<file path="src/rtl/anemometer_pulse_gen.sv">
// Synthetic anemometer: emits N evenly spaced rotation pulses per gate window,
// N = round(speed_kmh * 278 / 408) clipped to MAX_COUNT, plus a gate strobe per window.
module anemometer_pulse_gen #(
    parameter int GATE_CYCLES = 50000000,
    parameter int PULSE_HIGH  = 1000,
    parameter int MAX_COUNT   = 15
) (
    input  logic       clk,
    input  logic       reset,
    input  logic       enable,
    input  logic [6:0] speed,
    output logic       rotation,
    output logic       gate_tick,
    output logic [3:0] window_count,
    output logic [6:0] active_speed,
    output logic       saturated
);

    localparam int CW = $clog2(GATE_CYCLES);
    localparam int AW = CW + 1;
    localparam int HW = $clog2(PULSE_HIGH + 1);

    localparam logic [AW-1:0] GC_A   = AW'(GATE_CYCLES);
    localparam logic [AW-1:0] HALF_A = AW'(GATE_CYCLES / 2);
    localparam logic [CW-1:0] LAST_C = CW'(GATE_CYCLES - 1);
    localparam logic [HW-1:0] HIGH_R = HW'(PULSE_HIGH - 1);

    typedef enum logic {IDLE, RUN} state_t;

    state_t          r_state,  w_state_nxt;
    logic [AW-1:0]   r_acc,    w_acc_nxt;
    logic [CW-1:0]   r_cnt,    w_cnt_nxt;
    logic [3:0]      r_pulses, w_pulses_nxt;
    logic [HW-1:0]   r_high,   w_high_nxt;
    logic [3:0]      r_n,      w_n_nxt;
    logic            r_rot,    w_rot_nxt;
    logic            r_gate,   w_gate_nxt;
    logic [3:0]      r_wc,     w_wc_nxt;
    logic [6:0]      r_speed,  w_speed_nxt;
    logic            r_sat,    w_sat_nxt;

    logic [15:0]     w_prod;
    logic [15:0]     w_quot;
    logic            w_sat;
    logic [3:0]      w_n;
    logic [AW-1:0]   w_sum;

    // +204 is half of 408, turning the floor division into round-to-nearest
    always_comb begin
        w_prod = {9'd0, speed} * 16'd278 + 16'd204;
        w_quot = w_prod / 16'd408;
        w_sat  = (w_quot > 16'(MAX_COUNT));
        w_n    = w_sat ? 4'(MAX_COUNT) : w_quot[3:0];
        w_sum  = r_acc + AW'(r_n);
    end

    always_comb begin
        w_state_nxt  = r_state;
        w_acc_nxt    = r_acc;
        w_cnt_nxt    = r_cnt;
        w_pulses_nxt = r_pulses;
        w_high_nxt   = r_high;
        w_n_nxt      = r_n;
        w_rot_nxt    = r_rot;
        w_gate_nxt   = 1'b0;
        w_wc_nxt     = r_wc;
        w_speed_nxt  = r_speed;
        w_sat_nxt    = r_sat;

        case (r_state)
            IDLE: begin
                w_rot_nxt  = 1'b0;
                w_high_nxt = '0;
                if (enable) begin
                    w_state_nxt  = RUN;
                    w_speed_nxt  = speed;
                    w_n_nxt      = w_n;
                    w_sat_nxt    = w_sat;
                    w_acc_nxt    = HALF_A;
                    w_cnt_nxt    = '0;
                    w_pulses_nxt = '0;
                    w_gate_nxt   = 1'b1;
                end
            end
            RUN: begin
                if (!enable) begin
                    w_state_nxt = IDLE;
                    w_rot_nxt   = 1'b0;
                    w_high_nxt  = '0;
                end else begin
                    if (r_rot) begin
                        if (r_high == '0) w_rot_nxt = 1'b0;
                        else              w_high_nxt = r_high - HW'(1);
                    end
                    // The phase seed keeps the final crossing clear of the last cycle,
                    // so the boundary cycle never needs to start a pulse.
                    if (r_cnt == LAST_C) begin
                        w_gate_nxt   = 1'b1;
                        w_wc_nxt     = r_pulses;
                        w_pulses_nxt = '0;
                        w_cnt_nxt    = '0;
                        w_acc_nxt    = HALF_A;
                        w_speed_nxt  = speed;
                        w_n_nxt      = w_n;
                        w_sat_nxt    = w_sat;
                    end else begin
                        w_cnt_nxt = r_cnt + CW'(1);
                        if (w_sum >= GC_A) begin
                            w_acc_nxt    = w_sum - GC_A;
                            w_rot_nxt    = 1'b1;
                            w_high_nxt   = HIGH_R;
                            w_pulses_nxt = r_pulses + 4'd1;
                        end else begin
                            w_acc_nxt = w_sum;
                        end
                    end
                end
            end
            default: w_state_nxt = IDLE;
        endcase
    end

    always_ff @(posedge clk) begin
        if (reset) begin
            r_state  <= IDLE;
            r_acc    <= '0;
            r_cnt    <= '0;
            r_pulses <= '0;
            r_high   <= '0;
            r_n      <= '0;
            r_rot    <= 1'b0;
            r_gate   <= 1'b0;
            r_wc     <= '0;
            r_speed  <= '0;
            r_sat    <= 1'b0;
        end else begin
            r_state  <= w_state_nxt;
            r_acc    <= w_acc_nxt;
            r_cnt    <= w_cnt_nxt;
            r_pulses <= w_pulses_nxt;
            r_high   <= w_high_nxt;
            r_n      <= w_n_nxt;
            r_rot    <= w_rot_nxt;
            r_gate   <= w_gate_nxt;
            r_wc     <= w_wc_nxt;
            r_speed  <= w_speed_nxt;
            r_sat    <= w_sat_nxt;
        end
    end

    assign rotation     = r_rot;
    assign gate_tick    = r_gate;
    assign window_count = r_wc;
    assign active_speed = r_speed;
    assign saturated    = r_sat;

endmodule
</file>
<file path="config.mk">
export PLATFORM = sky130hd
export DESIGN_NAME = anemometer_pulse_gen
export DESIGN_NICKNAME = d
export VERILOG_FILES = /design/src/rtl/anemometer_pulse_gen.sv
export SDC_FILE = /design/constraint.sdc
export NUM_CORES = 1
export LEC_CHECK = 0
export CAP_MARGIN = 20
export CORE_AREA = 5 5 164 166
export CTS_CLUSTER_SIZE = 40
export DETAILED_ROUTE_END_ITERATION = 16
export DIE_AREA = 0 0 169 171
export PLACE_DENSITY = 0.57
export SYNTH_ARGS = -nofsm -noshare
export SYNTH_HDL_FRONTEND = slang
export SYNTH_SLANG_ARGS = --single-unit
</file>
<file path="constraint.sdc">
create_clock -name clk -period 8.8 [get_ports clk]
set_input_delay 0.88 -clock clk [delete_from_list [all_inputs] [get_ports clk]]
set_output_delay 0.88 -clock clk [all_outputs]
set_load 0.01 [all_outputs]
</file>
==> results of run 1 <==
-- cell families after synthesis --
group,Yosys count,synth area share
and+or+nand+nor,474,0.268
AOI/OAI and AO/OA,320,0.268
xor gates and xnor gates,107,0.114
DFF,86,0.199
buffers and inverters,83,0.0404
adders and majority gates,54,0.0825
muxes,23,0.0276
-- routing by layer --
metal / track usage / up-vias / routed length [µm]
li1: - / 4811 / -
met1: 0.224 / 4516 / 12100
met2: 0.325 / 104 / 13600
met3: 0.0122 / 30 / 481
met4: 0.0399 / 0 / 372
met5: 0 / - / 0
-- what timing repair did --
item,4_1_cts,5_1_grt
gates resized for setup,68,80
endpoints found under the setup margin,3,3
pin swaps,39,54
setup buffers,27,19
-- critical path, delay by kind of cell --
family          cells  cell delay, ps
compound gates     12            2710
fa+ha+maj           5            1680
buf+inv            12            1580
simple gates        8            1320
mux                 2             430
xor+xnor            2             430
-- placed cells by master (no fill, tap or decap), types with 10 or more instances in the layout --
| master | netlist | routed |
|---|---|---|
| dfxtp_1 | 86 | 86 |
| a22oi_1 | 12 | 10 |
| inv_1 | 37 | 35 |
| xnor2_1 | 61 | 59 |
| nand4_1 | 18 | 18 |
| o21ai_0 | 55 | 49 |
| clkdlybuf4s50_1 | 0 | 17 |
| ha_1 | 49 | 35 |
| nand3_1 | 54 | 49 |
| a21oi_2 | 1 | 11 |
| ha_4 | 0 | 13 |
| a21oi_1 | 70 | 60 |
| buf_6 | 2 | 16 |
| and2_1 | 12 | 10 |
| a31oi_1 | 17 | 12 |
| and3_1 | 22 | 20 |
| xor2_1 | 41 | 37 |
| nor3_1 | 36 | 30 |
| nand2_1 | 117 | 115 |
| nor2_1 | 131 | 129 |
| buf_4 | 4 | 293 |
| a21o_1 | 10 | 10 |
| mux2i_1 | 19 | 16 |
-- registers in the layout (all words and copies together) (netlist names) --
| name | cells |
|---|---|
| active_speed | 7 |
| gate_tick | 1 |
| r_acc | 27 |
| r_cnt | 26 |
| r_high | 10 |
| r_n | 4 |
| r_pulses | 4 |
| r_state | 1 |
| rotation | 1 |
| saturated | 1 |
| window_count | 4 |
-- Yosys cell counts (9+ instances only) --
master / n / area [µm²]
ha_1: 49 / 613
xnor2_1: 61 / 534
mux2i_1: 19 / 190
nor2_1: 131 / 492
clkbuf_1: 31 / 116
a21o_1: 10 / 75.1
a22o_1: 9 / 78.8
nand4_1: 18 / 113
a211oi_1: 12 / 90.1
xor2_1: 41 / 359
nand2_1: 117 / 439
inv_1: 37 / 139
and3_1: 22 / 138
a22oi_1: 12 / 90.1
nand2b_1: 9 / 56.3
a31oi_1: 17 / 106
nor4_1: 9 / 56.3
nor3_1: 36 / 180
and2_1: 12 / 75.1
a21oi_1: 70 / 350
nand3_1: 54 / 270
dfxtp_1: 86 / 1720
o21a_1: 9 / 67.6
o211ai_1: 9 / 67.6
o21ai_0: 55 / 275
or3_1: 11 / 68.8
o22ai_1: 9 / 56.3
-- per-stage QoR --
| step | cells | setup WS [ps] | hold slack, ps | util |
|---|---|---|---|---|
| after floorplan | 1147 | -120 | 420 | - |
| after global placement | 1724 | -818 | 448 | 0.440 |
| after detailed placement | 1724 | -913 | 451 | 0.440 |
| after CTS | 1765 | 6.25 | 460 | 0.471 |
| after global routing | 1784 | -355 | 483 | 0.494 |
| final | 1784 | -0.0551 | 460 | 0.494 |
-- worst paths after layout --
check,from,end,depth (start not counted)
max,speed[5],r_n[0]$_SDFFE_PP0P_,41
min,r_acc[2]$_SDFFE_PP0P_,r_acc[2]$_SDFFE_PP0P_,2
max reg2reg,r_acc[1]$_SDFFE_PP0P_,r_acc[13]$_SDFFE_PP0P_,24
min reg2reg,r_acc[2]$_SDFFE_PP0P_,r_acc[2]$_SDFFE_PP0P_,2
-- layout make-up --
type | instances | area share
inverter | 37 | 0.0110
timing repair buffer | 332 | 0.208
tap | 335 | 0.0333
sequential | 86 | 0.137
clock inverter | 7 | 0.00716
clock buffer | 9 | 0.0179
multi-input combinational | 978 | 0.586
==> results.py, run 1 <==
metrics = {
    "outcome": {
        "status": "finished with violations",
        "violations": "setup timing",
    },
    "critical_path": {
        "arrival_ps": 9050,
        "crit_type": "primary input to register",
        "cpMostUsedCell": "buf_6",
        "critical_path.slowest_cell": "a2111o_1",
        "reg2reg_setup_slack_ps": 3490,
        "cp-start-kind": "primary input",
        "required_ps": 9050,
        "critPathMaxStageDelay_ps": 530,
        "endpoint_kind": "register",
        "crit_fanout": 7,
    },
    "clock_tree": {
        "clockBufferDepth": 2,
        "cts-root-buf": "clkbuf_16",
        "cts.sinks": 86,
        "cts_tree": "yes",
        "cts_made_buffers": 9,
        "clk_latency_ps": 340,
        "cts_max_level": 3,
        "cts-hold-fix-buffers": 0,
        "clkTransAtPathRegs_ps": 70,
    },
    "die": {
        "die-area_um2": 28900,
        "io_pins": 24,
        "dieWidth_um": 169,
        "rows": 59,
        "die_y_um": 171,
        "initial_core_util": 0.340,
        "core_area_um2": 25500,
    },
    "synthesis": {
        "synth_warnings": 0,
        "synth_async_sr_flop_share": 0,
        "synth_area_um2": 8650,
        "syn_area_per_cell_um2": 7.54,
        "synth_edf_count": 0,
        "ys_seq_elements": 86,
        "postSynthCellCount": 1147,
        "ys_seq_area_frac": 0.199,
        "synth.distinct_cells": 94,
        "synth_flop_cell": "dfxtp_1",
        "syn_nets": 1211,
    },
    "sta": {
        "rsz0062_at_grt": "yes",
        "setup_tns_ps": -0.0551,
        "tightest_slew_ps": 822,
        "period_share": 1.00,
        "relSlewSlack": 0.450,
        "slew_violations": 0,
        "fin_skew_ps": 9.83,
        "max_freq_mhz": 114,
        "layout_setup_ws_ps": -0.0551,
        "period_needed_ps": 8800,
        "setup_violations": 1,
        "final_hold_viol_count": 0,
    },
    "drt": {
        "drt-pass1-iter-count": 5,
        "drtIter0Drc": 517,
        "final_antenna_net_count": 0,
        "routed_wl_um": 26600,
        "vias_per_cell": 5.30,
        "avgRoutedWirePerCell_um": 14.9,
        "vias": 9461,
        "drc": 0,
    },
    "finish": {
        "final_cell_area_um2": 12600,
        "area_growth_pct": 45.4,
        "regArea_um2": 1720,
        "antenna_cells": 0,
        "multi_input_area_um2": 7370,
        "drive_above_1_share": 0.336,
        "fillers": 2383,
        "nets": 1508,
    },
    "job": {
        "maxCapViolations": 0,
    },
    "grt": {
        "grt_pass1_vias": 9179,
        "grt.total_usage": 0.176,
        "antenna_found_initial": 0,
        "grt_pass1_wl_um": 43400,
        "gr-total-overflow": 0,
        "grt_max_degree": 43,
    },
    "place": {
        "placedInstanceArea_um2": 11200,
        "gp_congestion": 0.876,
        "hpwlAfterDp_um": 19800,
        "port_buffers": 23,
    },
    "min_path": {
        "min_path_type": "register to register",
    },
}
Power of run 1 is not shown: default switching activity piles up to over one toggle a cycle in this logic, so the estimate is an artifact.
==> inputs of run 2 (changes only) <==
--- a/config.mk
+++ b/config.mk
@@ -10,7 +10,7 @@
 export CTS_CLUSTER_SIZE = 40
 export DETAILED_ROUTE_END_ITERATION = 16
 export DIE_AREA = 0 0 169 171
-export PLACE_DENSITY = 0.57
+export PLACE_DENSITY = 0.56
 export SYNTH_ARGS = -nofsm -noshare
 export SYNTH_HDL_FRONTEND = slang
 export SYNTH_SLANG_ARGS = --single-unit
==> constraint.sdc (replaced) <==
create_clock -name clk -period 10.2 [get_ports clk]
set_input_delay 1.02 -clock clk [delete_from_list [all_inputs] [get_ports clk]]
set_output_delay 1.02 -clock clk [all_outputs]
set_load 0.01 [all_outputs]
==> run 2 against run 1 <==
  * The run now ends clean
  * Highest routed layer unchanged
  * Setup slack improved by 410 ps
  * Register-to-register slack improved by 1400 ps
  * Utilization is 10 points lower
  * Critical endpoint unchanged
  * Critical path depth shrank 7
  * Critical path type unchanged
  * Non-clock buffer count shrank 240
  * Hold slack about the same
==> results.py, run 2 (synthesis results as in run 1) <==
metrics = {
    "outcome": {
        "status": "complete, no violations",
    },
    "clock_tree": {
        "cts_max_level": 3,
        "cts-hold-fix-buffers": 0,
        "clockBufferDepth": 2,
        "cts-root-buf": "clkbuf_16",
        "cts_tree": "yes",
        "cts_made_buffers": 9,
        "clk_latency_ps": 340,
        "clkTransAtPathRegs_ps": 70,
        "cts.sinks": 86,
    },
    "die": {
        "io_pins": 24,
        "dieWidth_um": 169,
        "die-area_um2": 28900,
        "rows": 59,
        "die_y_um": 171,
        "core_area_um2": 25500,
        "initial_core_util": 0.340,
    },
    "critical_path": {
        "required_ps": 10410,
        "crit_fanout": 6,
        "crit_family": "compound AO/OA/AOI/OAI gates",
        "critPathMaxStageDelay_ps": 540,
        "reg2reg_depth": 24,
        "endpoint_kind": "register",
        "r2r_start": "r_acc[1]$_SDFFE_PP0P_",
        "crit_type": "primary input to register",
        "r2r-end": "r_acc[13]$_SDFFE_PP0P_",
        "reg2reg_setup_slack_ps": 4860,
        "cp-start-kind": "primary input",
        "critical_path.slowest_cell": "or4_1",
        "crit_buf_inv": 6,
        "arrival_ps": 10010,
        "startpoint": "speed[5]",
    },
    "finish": {
        "layout_commonest_cell": "nor2_1",
        "final_cell_mix": "nor2_1 (130), nand2_1 (117), dfxtp_1 (86)",
        "area_growth_pct": 15.7,
        "reg_top3": "r_acc: 27 flops, r_cnt: 26 flops, r_high: 10 flops",
        "final_cell_area_um2": 10000,
        "largest_reg_flops": 27,
        "fillers": 2633,
        "regMostFlops": "r_acc",
        "nets": 1268,
        "drive_above_1_share": 0.129,
        "antenna_cells": 0,
    },
    "place": {
        "placedInstanceArea_um2": 9580,
        "port_buffers": 23,
        "hpwlAfterDp_um": 17800,
        "gp_congestion": 0.923,
        "place_ws_ps": -119,
    },
    "grt": {
        "gr-total-overflow": 0,
        "grt_max_degree": 43,
        "antenna_found_initial": 0,
        "grt_pass1_vias": 8126,
        "grt_pass1_wl_um": 39100,
        "grt.total_usage": 0.158,
    },
    "sta": {
        "fin_skew_ps": 9.73,
        "period_share": 0.960,
        "tightest_slew_ps": 984,
        "setup_violations": 0,
        "period_needed_ps": 9790,
        "max_freq_mhz": 102,
        "relSlewSlack": 0.339,
        "final_hold_viol_count": 0,
        "slew_violations": 0,
        "layout_setup_ws_ps": 406,
    },
    "drt": {
        "vias_per_cell": 5.57,
        "vias": 8602,
        "drtIter0Drc": 490,
        "drc": 0,
        "final_antenna_net_count": 0,
        "routed_wl_um": 23300,
        "avgRoutedWirePerCell_um": 15.1,
        "drt-pass1-iter-count": 5,
    },
    "min_path": {
        "whs_path_depth": 2,
        "whs_endpoint": "r_n[2]$_SDFFE_PP0P_",
        "worstHoldStart": "r_n[2]$_SDFFE_PP0P_",
        "min_path_type": "register to register",
    },
    "job": {
        "maxCapViolations": 0,
    },
}
==> run 2: changes by cell type in the layout (fill, tap and decap cells not counted), moves of 10 or more <==
| cell | change |
|---|---|
| a21oi_1 | +10 |
| ha_4 | -13 |
| a21oi_2 | -10 |
| buf_4 | -224 |
| buf_6 | -16 |
| ha_1 | +14 |
==> run 2: worst reg2reg max path, delay by kind of cell (launching register included) <==
family                   cells  cell delay (ps)
AND/OR/NAND/NOR             11             2700
multiplexers                 1              250
adder cells (fa/ha/maj)      1              270
flip-flops                   1              330
AO/OA/AOI/OAI               11             1720
==> run 2: per-stage QoR <==
stage | instances | util | hold slack, ps | setup TNS (ps)
6_report | 1544 | 0.393 | 459 | 0
3_3_place_gp | 1524 | 0.376 | 448 | 0
2_1_floorplan | 1147 | - | 420 | 0
3_5_place_dp | 1524 | 0.376 | 454 | -202
4_1_cts | 1540 | 0.388 | 464 | 0
5_1_grt | 1544 | 0.393 | 482 | -41.1
==> run 2: timing repair <==
action                                  CTS  global route
endpoints found under the setup margin    0             2
setup buffers                             0             4
resized for setup                         0            20
==> run 2: how the worst max path moves through the flow <==
stage / to / slack (ps) / depth (start not counted)
finish: r_n[0]$_SDFFE_PP0P_ / 410 / 34
CTS: r_n[0]$_SDFFE_PP0P_ / 240 / 34
global placement: r_n[1]$_SDFFE_PP0P_ / 80 / 34
global route: r_n[0]$_SDFFE_PP0P_ / -40 / 36
detailed placement: r_n[0]$_SDFFE_PP0P_ / -120 / 34
floorplan: r_n[0]$_SDFFE_PP0P_ / 970 / 36
==> run 2: per-layer routing <==
layer | vias up | GRT usage | share of wire
li1 | 4342 | - | -
met1 | 4038 | 0.206 | 0.46
met2 | 196 | 0.278 | 0.49
met3 | 26 | 0.0152 | 0.033
met4 | 0 | 0.0427 | 0.019
met5 | - | 0 | 0
==> run 2: cell type report <==
| cell class | count | area (µm²) | area share |
|---|---|---|---|
| inverter | 37 | 139 | 0.0139 |
| timing repair buffer | 92 | 748 | 0.0748 |
| clock inverter | 7 | 71.3 | 0.00713 |
| tap | 335 | 419 | 0.0419 |
| clock buffer | 9 | 225 | 0.0225 |
| sequential | 86 | 1720 | 0.172 |
| multi-input combinational | 978 | 6680 | 0.668 |
Power of run 2 is left out for the same reason.
==> inputs of run 3 (changes only) <==
--- a/config.mk
+++ b/config.mk
@@ -11,6 +11,7 @@
 export DETAILED_ROUTE_END_ITERATION = 16
 export DIE_AREA = 0 0 169 171
 export PLACE_DENSITY = 0.56
+export RECOVER_POWER = 50
 export SYNTH_ARGS = -nofsm -noshare
 export SYNTH_HDL_FRONTEND = slang
 export SYNTH_SLANG_ARGS = --single-unit
==> run 3 against run 2 <==
  * Final cell count is the same
  * Sequential cell count is the same
  * Hold slack is essentially flat
  * Highest routed layer unchanged
==> results.py, run 3 (synthesis results as in run 1) <==
metrics = {
    "grt": {
        "antenna_found_initial": 0,
        "grt_pass1_wl_um": 39100,
        "grt_max_degree": 43,
        "grt.total_usage": 0.158,
        "gr-total-overflow": 0,
        "grt_pass1_vias": 8126,
    },
    "sta": {
        "period_needed_ps": 9800,
        "setup_violations": 0,
        "tightest_slew_ps": 1360,
        "layout_setup_ws_ps": 399,
        "slew_violations": 0,
        "fin_skew_ps": 9.53,
        "max_freq_mhz": 102,
        "setup_tns_ps": 0,
        "final_hold_viol_count": 0,
        "period_share": 0.961,
        "relSlewSlack": 0.0907,
    },
    "clock_tree": {
        "cts_made_buffers": 9,
        "cts.sinks": 86,
        "clk_latency_ps": 340,
        "clkTransAtPathRegs_ps": 70,
        "cts-root-buf": "clkbuf_16",
        "cts_max_level": 3,
        "clockBufferDepth": 2,
        "cts_tree": "yes",
        "cts-hold-fix-buffers": 0,
    },
    "critical_path": {
        "crit_fanout": 6,
        "r2r_start": "r_acc[1]$_SDFFE_PP0P_",
        "critical_path.slowest_cell": "or4_1",
        "critPathMaxStageDelay_ps": 540,
        "crit_buf_inv": 6,
        "endpoint_kind": "register",
        "reg2reg_depth": 24,
        "crit_family": "compound AO/OA/AOI/OAI gates",
        "arrival_ps": 10020,
        "r2r-end": "r_acc[13]$_SDFFE_PP0P_",
        "crit_type": "primary input to register",
        "required_ps": 10420,
        "cp-start-kind": "primary input",
        "path_depth": 34,
        "reg2reg_setup_slack_ps": 4820,
    },
    "die": {
        "die_y_um": 171,
        "rows": 59,
        "io_pins": 24,
        "initial_core_util": 0.340,
        "core_area_um2": 25500,
        "dieWidth_um": 169,
        "die-area_um2": 28900,
    },
    "finish": {
        "regMostFlops": "r_acc",
        "final_cell_mix": "nor2_1 (130), nand2_1 (117), dfxtp_1 (86)",
        "largest_reg_flops": 27,
        "reg_top3": "r_acc: 27 flops, r_cnt: 26 flops, r_high: 10 flops",
        "layout_commonest_cell": "nor2_1",
        "drive_above_1_share": 0.127,
        "nets": 1268,
        "fillers": 2638,
        "area_growth_pct": 15.5,
        "antenna_cells": 0,
    },
    "drt": {
        "wl_met1_um": 10700,
        "drt-pass1-iter-count": 5,
        "vias_per_cell": 5.56,
        "drc": 0,
        "vias": 8589,
        "dr_wl_met2_um": 11300,
        "final_antenna_net_count": 0,
        "top_layer": "met4",
        "wl_met3_um": 828,
        "drtIter0Drc": 459,
        "avgRoutedWirePerCell_um": 15.1,
        "routed_wl_um": 23300,
    },
    "min_path": {
        "whs_path_depth": 2,
        "worstHoldStart": "r_n[2]$_SDFFE_PP0P_",
        "min_path_type": "register to register",
        "whs_endpoint": "r_n[2]$_SDFFE_PP0P_",
    },
    "outcome": {
        "status": "complete, no violations",
    },
    "place": {
        "place_ws_ps": -119,
        "gp_congestion": 0.923,
        "hpwlAfterDp_um": 17800,
        "port_buffers": 23,
    },
    "job": {
        "maxCapViolations": 0,
    },
}
==> run 3: cell type report <==
class | count | area (µm²) | share of cell area
Clock inverter | 7 | 71.3 | 0.00714
Timing Repair Buffer | 92 | 737 | 0.0738
Sequential cell | 86 | 1720 | 0.172
Tap cell | 335 | 419 | 0.0419
Clock buffer | 9 | 225 | 0.0225
Multi-Input combinational cell | 978 | 6680 | 0.668
Inverter | 37 | 139 | 0.0139
==> run 3: metrics by stage <==
stage / util / hold WS [ps] / cell area (µm²) / cells
after floorplan: - / 420 / 8650 / 1147
after global placement: 0.376 / 448 / 9580 / 1524
after detailed placement: 0.376 / 454 / 9580 / 1524
after CTS: 0.388 / 464 / 9870 / 1540
after global routing: 0.392 / 482 / 9990 / 1544
final: 0.392 / 459 / 9990 / 1544
==> run 3: repair_timing <==
| item | CTS | global route |
|---|---|---|
| setup buffers | 0 | 4 |
| resized for setup | 0 | 20 |
| setup endpoints to repair | 0 | 2 |
==> run 3: how the worst max path moves through the flow <==
stage | start | to | slack (ps)
finish | speed[5] | r_n[0]$_SDFFE_PP0P_ | 400
global placement | speed[5] | r_n[1]$_SDFFE_PP0P_ | 80
global route | speed[5] | r_n[0]$_SDFFE_PP0P_ | -40
detailed placement | speed[5] | r_n[0]$_SDFFE_PP0P_ | -120
floorplan | speed[5] | r_n[0]$_SDFFE_PP0P_ | 970
CTS | speed[5] | r_n[0]$_SDFFE_PP0P_ | 240
==> run 3: layer usage <==
layer  vias to the layer above  GRT usage
met2                       202      0.278
met3                        26     0.0152
met4                         0     0.0427
met5                         -          0
li1                       4337          -
met1                      4024      0.206
==> run 3: worst reg2reg max path: stages, from the launching register on <==
cell and delay, ps:
dfxtp_1 330, ha_1 270, a21o_1 110, a21oi_1 90, nor2b_1 130, o21a_1 220, nand3_1 280, or2_2 420
or4b_2 610, nand2_1 80, a32oi_1 60, nand2b_1 180, nor2_1 150, a21boi_0 130, o21ai_0 350, o21ai_0 150
a21oi_1 140, or2_2 420, nand2_1 200, mux2_2 260, nand3_1 70, o21ai_0 110, o21ai_0 90, nor2b_1 190
a311oi_1 260
Power of run 3 is left out for the same reason.
